### config.mk
export PLATFORM = sky130hd
export DESIGN_NAME = dram_cmd_scheduler
export DESIGN_NICKNAME = d
export VERILOG_FILES = /design/src/rtl/dram_ctrl_pkg.sv /design/src/rtl/btn_sync_debounce.sv /design/src/rtl/dram_cmd_scheduler.sv
export SDC_FILE = /design/constraint.sdc
export NUM_CORES = 1
export LEC_CHECK = 0
export ABC_AREA = 1
export CORE_MARGIN = 2
export CORE_UTILIZATION = 45
export DETAILED_ROUTE_END_ITERATION = 16
export HOLD_SLACK_MARGIN = 0.15
export PLACE_DENSITY = 0.68
export SYNTH_ARGS = -nofsm -noshare
export SYNTH_HDL_FRONTEND = slang
export SYNTH_SLANG_ARGS = --single-unit
### constraint.sdc
create_clock -name clk -period 3.4 [get_ports clk]
set_input_delay 0.68 -clock clk [delete_from_list [all_inputs] [get_ports clk]]
set_output_delay 0.68 -clock clk [all_outputs]
set_load 0.02 [all_outputs]
### src/rtl/dram_ctrl_pkg.sv
// -----------------------------------------------------------------------------
// dram_ctrl_pkg
// Shared definitions for the DRAM command scheduler:
//   - sched_state_e : request FSM states (IDLE, REQ_REF, REQ_WR, REQ_RD)
//   - default refresh interval, postponement limit and debounce length
//   - width of the refresh-owed counter
//   - cnt_width()   : counter width helper that never returns zero
// -----------------------------------------------------------------------------
package dram_ctrl_pkg;

  typedef enum logic [1:0] {
    IDLE    = 2'd0,
    REQ_REF = 2'd1,
    REQ_WR  = 2'd2,
    REQ_RD  = 2'd3
  } sched_state_e;

  // 7.8 us refresh interval at 320 MHz
  localparam int TREFI_CYC_DEF    = 2496;
  // refreshes that may be owed before a refresh pre-empts everything
  localparam int MAX_POSTPONE_DEF = 8;
  // 10 ms of stable input at 320 MHz
  localparam int DB_CYC_DEF       = 3200000;
  // ref_owed width; MAX_POSTPONE must stay <= 15
  localparam int OWED_W           = 4;

  // Width of a counter that runs 0..n-1; a 1-value counter still gets 1 bit
  function automatic int cnt_width(input int n);
    return (n > 1) ? $clog2(n) : 1;
  endfunction

endpackage

### src/rtl/btn_sync_debounce.sv
// -----------------------------------------------------------------------------
// btn_sync_debounce
// Brings one raw board button into the clk domain and produces a single-cycle
// pulse on each 0->1 transition of its debounced level.
//
// Build option: DRAM_SCHED_DEBOUNCE_EN
//   defined   : the level only follows the synchronized input after it has
//               differed from the current level for DB_CYC consecutive cycles
//   undefined : the synchronizer output is the level (2-cycle input latency)
//
// Ports:
//   clk    in  1  controller clock
//   rst_n  in  1  asynchronous active-low reset
//   btn    in  1  raw asynchronous button
//   rise   out 1  one-cycle pulse on a rising debounced level
// -----------------------------------------------------------------------------
module btn_sync_debounce
  import dram_ctrl_pkg::*;
#(
  parameter int DB_CYC = DB_CYC_DEF
) (
  input  logic clk,
  input  logic rst_n,
  input  logic btn,
  output logic rise
);

  logic meta_r;
  logic sync_r;
  logic prev_r;
  logic level_s;

  // Two-flop synchronizer for the asynchronous button
  always_ff @(posedge clk or negedge rst_n) begin
    if (!rst_n) begin
      meta_r <= 1'b0;
      sync_r <= 1'b0;
    end else begin
      meta_r <= btn;
      sync_r <= meta_r;
    end
  end

`ifdef DRAM_SCHED_DEBOUNCE_EN
  localparam int              DB_W    = cnt_width(DB_CYC);
  localparam logic [DB_W-1:0] DB_LAST = DB_W'(DB_CYC - 1);

  logic [DB_W-1:0] db_cnt_r;
  logic            level_r;

  // Debounce: count while input and level disagree, flip on the last count
  always_ff @(posedge clk or negedge rst_n) begin
    if (!rst_n) begin
      db_cnt_r <= '0;
      level_r  <= 1'b0;
    end else if (sync_r != level_r) begin
      if (db_cnt_r == DB_LAST) begin
        level_r  <= sync_r;
        db_cnt_r <= '0;
      end else begin
        db_cnt_r <= db_cnt_r + DB_W'(1);
      end
    end else begin
      db_cnt_r <= '0;
    end
  end

  assign level_s = level_r;
`else
  assign level_s = sync_r;
`endif

  // Previous debounced level for rising-edge detection
  always_ff @(posedge clk or negedge rst_n) begin
    if (!rst_n) begin
      prev_r <= 1'b0;
    end else begin
      prev_r <= level_s;
    end
  end

  assign rise = level_s & ~prev_r;

endmodule

### src/rtl/dram_cmd_scheduler.sv
// -----------------------------------------------------------------------------
// dram_cmd_scheduler
// Turns the write/read buttons and a refresh-interval timer into one-hot,
// level-held command requests for the DRAM controller. Refreshes may be
// postponed up to MAX_POSTPONE intervals; at that limit a refresh wins over
// everything, otherwise writes beat reads beat owed refreshes.
//
// Build option: DRAM_SCHED_DEBOUNCE_EN enables the button debounce counters
// (see btn_sync_debounce); arbitration and handshake are the same either way.
//
// Ports:
//   clk           in  1  320 MHz controller clock
//   rst_n         in  1  asynchronous active-low reset
//   btn_write     in  1  raw write button
//   btn_read      in  1  raw read button
//   ctrl_ready    in  1  controller idle, may start a new command
//   cmd_ack       in  1  one-cycle accept pulse for the current request
//   wr_req        out 1  write request, held until acknowledged
//   rd_req        out 1  read request, held until acknowledged
//   ref_req       out 1  refresh request, held until acknowledged
//   ref_owed      out 4  refreshes currently owed
//   ref_overflow  out 1  sticky: an interval elapsed with the owed count full
// -----------------------------------------------------------------------------
module dram_cmd_scheduler
  import dram_ctrl_pkg::*;
#(
  parameter int TREFI_CYC    = TREFI_CYC_DEF,
  parameter int MAX_POSTPONE = MAX_POSTPONE_DEF,
  parameter int DB_CYC       = DB_CYC_DEF
) (
  input  logic              clk,
  input  logic              rst_n,
  input  logic              btn_write,
  input  logic              btn_read,
  input  logic              ctrl_ready,
  input  logic              cmd_ack,
  output logic              wr_req,
  output logic              rd_req,
  output logic              ref_req,
  output logic [OWED_W-1:0] ref_owed,
  output logic              ref_overflow
);

  localparam int                TMR_W    = cnt_width(TREFI_CYC);
  localparam logic [TMR_W-1:0]  TMR_LAST = TMR_W'(TREFI_CYC - 1);
  localparam logic [OWED_W-1:0] OWED_MAX = OWED_W'(MAX_POSTPONE);

  logic              wr_rise_s;
  logic              rd_rise_s;
  logic [TMR_W-1:0]  tmr_r;
  logic              tick_s;
  sched_state_e      state_r;
  sched_state_e      pick_s;
  logic              wr_pend_r;
  logic              rd_pend_r;
  logic [OWED_W-1:0] owed_r;
  logic              ovf_r;
  logic              wr_req_r;
  logic              rd_req_r;
  logic              ref_req_r;
  logic              ack_ref_s;
  logic              ack_wr_s;
  logic              ack_rd_s;

  btn_sync_debounce #(.DB_CYC(DB_CYC)) u_wr_btn (
    .clk   (clk),
    .rst_n (rst_n),
    .btn   (btn_write),
    .rise  (wr_rise_s)
  );

  btn_sync_debounce #(.DB_CYC(DB_CYC)) u_rd_btn (
    .clk   (clk),
    .rst_n (rst_n),
    .btn   (btn_read),
    .rise  (rd_rise_s)
  );

  assign tick_s    = (tmr_r == TMR_LAST);
  assign ack_ref_s = cmd_ack && (state_r == REQ_REF);
  assign ack_wr_s  = cmd_ack && (state_r == REQ_WR);
  assign ack_rd_s  = cmd_ack && (state_r == REQ_RD);

  // Refresh interval timer; the wrap cycle is the refresh tick
  always_ff @(posedge clk or negedge rst_n) begin
    if (!rst_n) begin
      tmr_r <= '0;
    end else if (tick_s) begin
      tmr_r <= '0;
    end else begin
      tmr_r <= tmr_r + TMR_W'(1);
    end
  end

  // Pending write/read flags; an edge while already pending is dropped
  always_ff @(posedge clk or negedge rst_n) begin
    if (!rst_n) begin
      wr_pend_r <= 1'b0;
      rd_pend_r <= 1'b0;
    end else begin
      if (ack_wr_s) begin
        wr_pend_r <= 1'b0;
      end else if (wr_rise_s) begin
        wr_pend_r <= 1'b1;
      end else begin
        wr_pend_r <= wr_pend_r;
      end
      if (ack_rd_s) begin
        rd_pend_r <= 1'b0;
      end else if (rd_rise_s) begin
        rd_pend_r <= 1'b1;
      end else begin
        rd_pend_r <= rd_pend_r;
      end
    end
  end

  // Owed-refresh credits; a tick and a refresh ack in one cycle cancel out
  always_ff @(posedge clk or negedge rst_n) begin
    if (!rst_n) begin
      owed_r <= '0;
      ovf_r  <= 1'b0;
    end else if (tick_s && !ack_ref_s) begin
      if (owed_r == OWED_MAX) begin
        ovf_r <= 1'b1;
      end else begin
        owed_r <= owed_r + OWED_W'(1);
      end
    end else if (ack_ref_s && !tick_s) begin
      owed_r <= owed_r - OWED_W'(1);
    end else begin
      owed_r <= owed_r;
    end
  end

  // Arbitration choice from IDLE. A button edge in this very cycle counts as
  // pending so the request appears one cycle after the edge.
  always_comb begin
    pick_s = IDLE;
    if (owed_r == OWED_MAX) begin
      pick_s = REQ_REF;
    end else if (wr_pend_r || wr_rise_s) begin
      pick_s = REQ_WR;
    end else if (rd_pend_r || rd_rise_s) begin
      pick_s = REQ_RD;
    end else if (owed_r != '0) begin
      pick_s = REQ_REF;
    end else begin
      pick_s = IDLE;
    end
  end

  // Request FSM with registered one-hot request outputs
  always_ff @(posedge clk or negedge rst_n) begin
    if (!rst_n) begin
      state_r   <= IDLE;
      wr_req_r  <= 1'b0;
      rd_req_r  <= 1'b0;
      ref_req_r <= 1'b0;
    end else begin
      case (state_r)
        IDLE: begin
          if (ctrl_ready) begin
            state_r   <= pick_s;
            wr_req_r  <= (pick_s == REQ_WR);
            rd_req_r  <= (pick_s == REQ_RD);
            ref_req_r <= (pick_s == REQ_REF);
          end
        end
        REQ_REF, REQ_WR, REQ_RD: begin
          if (cmd_ack) begin
            state_r   <= IDLE;
            wr_req_r  <= 1'b0;
            rd_req_r  <= 1'b0;
            ref_req_r <= 1'b0;
          end
        end
        default: begin
          state_r   <= IDLE;
          wr_req_r  <= 1'b0;
          rd_req_r  <= 1'b0;
          ref_req_r <= 1'b0;
        end
      endcase
    end
  end

  assign wr_req       = wr_req_r;
  assign rd_req       = rd_req_r;
  assign ref_req      = ref_req_r;
  assign ref_owed     = owed_r;
  assign ref_overflow = ovf_r;

endmodule

==> Implementation_results.wiki <==
{| class="wikitable"
! Metric !! Value
|-
| Outcome || complete, no violations
|-
| Number of instances resized during post-cts repair || 0
|-
| Share of the clock period used by the worst path || 65.6%
|-
| Max-slew headroom at the worst pin || 75.2%
|-
| F_max || 448 MHz
|-
| Total count of max-transition violations in the final report || 0
|-
| Number of vias per cell || 4.83
|-
| Commonest non-fill, non-tap cell in the layout || inv_1
|-
| Worst setup path start || cmd_ack
|-
| Area Growth Syn to Fin || 21.2%
|-
| ANT nets after route || 0
|-
| Final Hold Fails || 0
|-
| Number of antenna repair diodes || 0
|-
| Seq/Total Area, Yosys || 52.4%
|-
| Post-CTS Setup Inserts || 0
|-
| Fraction of final layout cells sized beyond drive strength 1 || 9.34%
|-
| Count of boundary I/O pins || 14
|-
| Crit-path cells || clkdlybuf4s50_1 -> nand3_1 -> nand3_1 -> ha_1 -> a21o_1 -> nor2_1 -> inv_1 -> nand2_1 -> nand3_1 -> nand2_1 -> nand2_1
|-
| Quantity of hold-fixing buffers added after cts || 0
|-
| Worst hold slack after final layout || 0.358 ns
|-
| # clock sinks || 30
|-
| Most frequent cells in the layout || 32 x inv_1, 30 x dfrtp_1, 25 x nand2_1
|-
| Global-route wire length before repair || 4040 microns
|-
| Worst VDD drop || 273 uV
|-
| Sort of element at the start of the critical path || primary input
|-
| Root Buffer Master || clkbuf_4
|-
| Flop and latch count out of synthesis || 30
|-
| Timing endpoint of the critical path || ref_owed[3]
|-
| Delay contributed by the slowest stage of the critical path || 0.51 ns
|-
| Final worst path period need || 2.23 ns
|-
| Final RePlAce weighted congestion || 0.790
|-
| Sum of negative setup slack || 0 ns
|-
| Number of H-tree levels || 2
|-
| Worst path buffer plus inverter count || 2
|-
| Syn_area_per_cell || 8.95 sq um
|-
| Overall Power || 1.18 mW
|-
| Worst flop-to-flop path startpoint || tmr_r[0]
|-
| Via total after detailed routing || 1091
|-
| Dpl ws || 0.794 ns
|-
| Number of input and output port buffers inserted || 13
|-
| Width of the die || 60.4 microns
|-
| Max Clock Skew || 0.0123 ns
|-
| Transition time of the tightest slew-check pin || 0.371 ns
|-
| Synthesized instance count || 160
|-
| Largest net degree at the start of global routing || 31
|-
| Total standard cell area after synthesis || 1430 sq um
|-
| Total placed cells including tap cells || 218
|-
| # DRC || 0
|-
| Net count reported at finish || 191
|-
| Reported max-cap violation count || 0
|-
| Unrepaired setup endpoints after global routing || false
|-
| Cts bufs inserted || 5
|-
| Total Routed Length || 2310 microns
|-
| Overall track demand over capacity in global routing || 15.4%
|-
| Class of the tightest hold or removal check || reg -> reg
|-
| Pwr per Cell Area || 682 nW/um^2
|-
| Crit Reg-Reg Endpoint || ref_owed[3]
|-
| Area of the placeable core || 3030 sq um
|-
| Number of DRC markers in iteration 0 || 66
|-
| Total gr overflow || 0
|-
| Clock Latency Late Sink || 0.34 ns
|-
| Final setup violation count || 0
|-
| Slack of the critical path || 1.17 ns
|-
| Crit path required time || 3.64 ns
|-
| WL/cell || 10.2 microns
|-
| Worst setup slack for register-to-register paths || 1.18 ns
|-
| Largest delay share family, worst path || simple AND/OR/NAND/NOR gates
|-
| Post-Syn Nets || 170
|-
| Worst Path Max Fanout || 5
|-
| Effective utilization at floorplan || 47.3%
|-
| Library cells used by synthesis || 24
|-
| Maximum buffer depth of the clock tree || 2
|-
| Critical Setup Path Class || in -> reg
|-
| Count of standard-cell rows || 20
|-
| Highest-delay cell along the critical path || clkdlybuf4s50_1
|-
| Depth of the worst register-to-register path || 12
|-
| Register clock-pin slew on the reported worst setup and hold paths || 0.10 ns
|-
| Total half-perimeter wirelength after legalization and detailed placement || 1730 microns
|-
| Antenna violations before repair || 0
|-
| Total of warnings raised by yosys || 0
|-
| TritonCTS clock tree || yes
|-
| Endpoint arrival time on the critical path || 2.47 ns
|-
| Non-filler instance count after layout || 226
|-
| Vertical extent of the die || 60.4 microns
|-
| Pre-antenna DRT Iters || 4
|-
| Total leakage power || 0.866 nW
|-
| Number of global-route vias before repair || 927
|-
| Stages on worst setup path || 11
|-
| Die area || 3650 sq um
|-
| Endpoint class of the critical path || flip-flop
|}
==> synthesized netlist by cell type, drive strengths merged <==
cell | instances | area, sq um
nand3 | 9 | 50.1
fa | 1 | 20.0
inv | 32 | 120
o21ai | 12 | 60.1
o31ai | 2 | 15.0
nor2 | 18 | 93.8
nor3 | 2 | 15.0
o21bai | 2 | 15.0
ha | 3 | 37.5
a21o | 1 | 7.51
a21oi | 7 | 35.0
a31oi | 2 | 12.5
o21a | 2 | 15.0
nand4 | 5 | 31.3
dfrtp | 30 | 751
nand2 | 28 | 118
xor2 | 4 | 35.0
==> registers in the layout (all words and copies together), names as in the netlist <==
register	flops
u_wr_btn.meta_r	1
u_rd_btn.prev_r	1
wr_pend_r	1
u_wr_btn.prev_r	1
u_wr_btn.level_s	1
ref_req	1
ref_overflow	1
ref_owed	4
u_rd_btn.meta_r	1
tmr_r	12
state_r	2
rd_pend_r	1
wr_req	1
rd_req	1
u_rd_btn.level_s	1
==> metrics by stage <==
| step | utilization [%] | instance area [sq um] |
|---|---|---|
| finish | 57.3 | 1740 |
| global route | 57.3 | 1740 |
| CTS | 57.3 | 1740 |
| detailed placement | 53.6 | 1620 |
| global placement | 53.6 | 1620 |
| floorplan | - | 1430 |
==> worst min path at each step <==
| stage | startpoint | to | slack (ns) | depth (start not counted) |
|---|---|---|---|---|
| global route | u_rd_btn.meta_r | u_rd_btn.level_s | 0.37 | 0 |
| finish | u_rd_btn.meta_r | u_rd_btn.level_s | 0.36 | 0 |
| CTS | u_rd_btn.meta_r | u_rd_btn.level_s | 0.36 | 0 |
| global placement | u_wr_btn.meta_r | u_wr_btn.level_s | 0.33 | 0 |
| floorplan | u_rd_btn.meta_r | u_rd_btn.level_s | 0.33 | 0 |
| detailed placement | u_rd_btn.meta_r | u_rd_btn.level_s | 0.34 | 0 |
==> where the power goes <==
group	leakage [nW]	total, mW	switching (mW)	internal (mW)
combinational	0.436	0.345	0.198	0.148
clock	0.0585	0.373	0.124	0.249
sequential	0.372	0.465	0.0469	0.418
total	0.866	1.18	0.368	0.815
==> final cells by class <==
type | count | area (sq um)
fillers | 265 | 1290
inverters | 32 | 120
clock inverters | 2 | 60.1
repair buffers | 14 | 138
clock buffers | 6 | 51.3
well taps | 44 | 55.1
multi-input cells | 98 | 561
flip-flops and latches | 30 | 751
==> cell families (layout without fill, tap and decap cells) <==
group / after synthesis / in the layout / share of synthesized area (%)
AO/OA/AOI/OAI: 28 / 28 / 11.2
XOR/XNOR: 4 / 4 / 2.45
adder cells (fa/ha/maj): 4 / 4 / 4.02
buffers and inverters: 32 / 54 / 8.39
flip-flops: 30 / 30 / 52.4
AND/OR/NAND/NOR: 62 / 62 / 21.5
==> layer usage <==
layer | share of wire [%] | global-route usage [%] | vias up
met5 | 0 | 0 | -
met4 | 2.0 | 7.62 | 0
met3 | 6.7 | 5.76 | 6
met2 | 44 | 21.6 | 37
met1 | 47 | 21.0 | 492
li1 | - | - | 556
No activity file was read; power rests on OpenSTA's default activity.
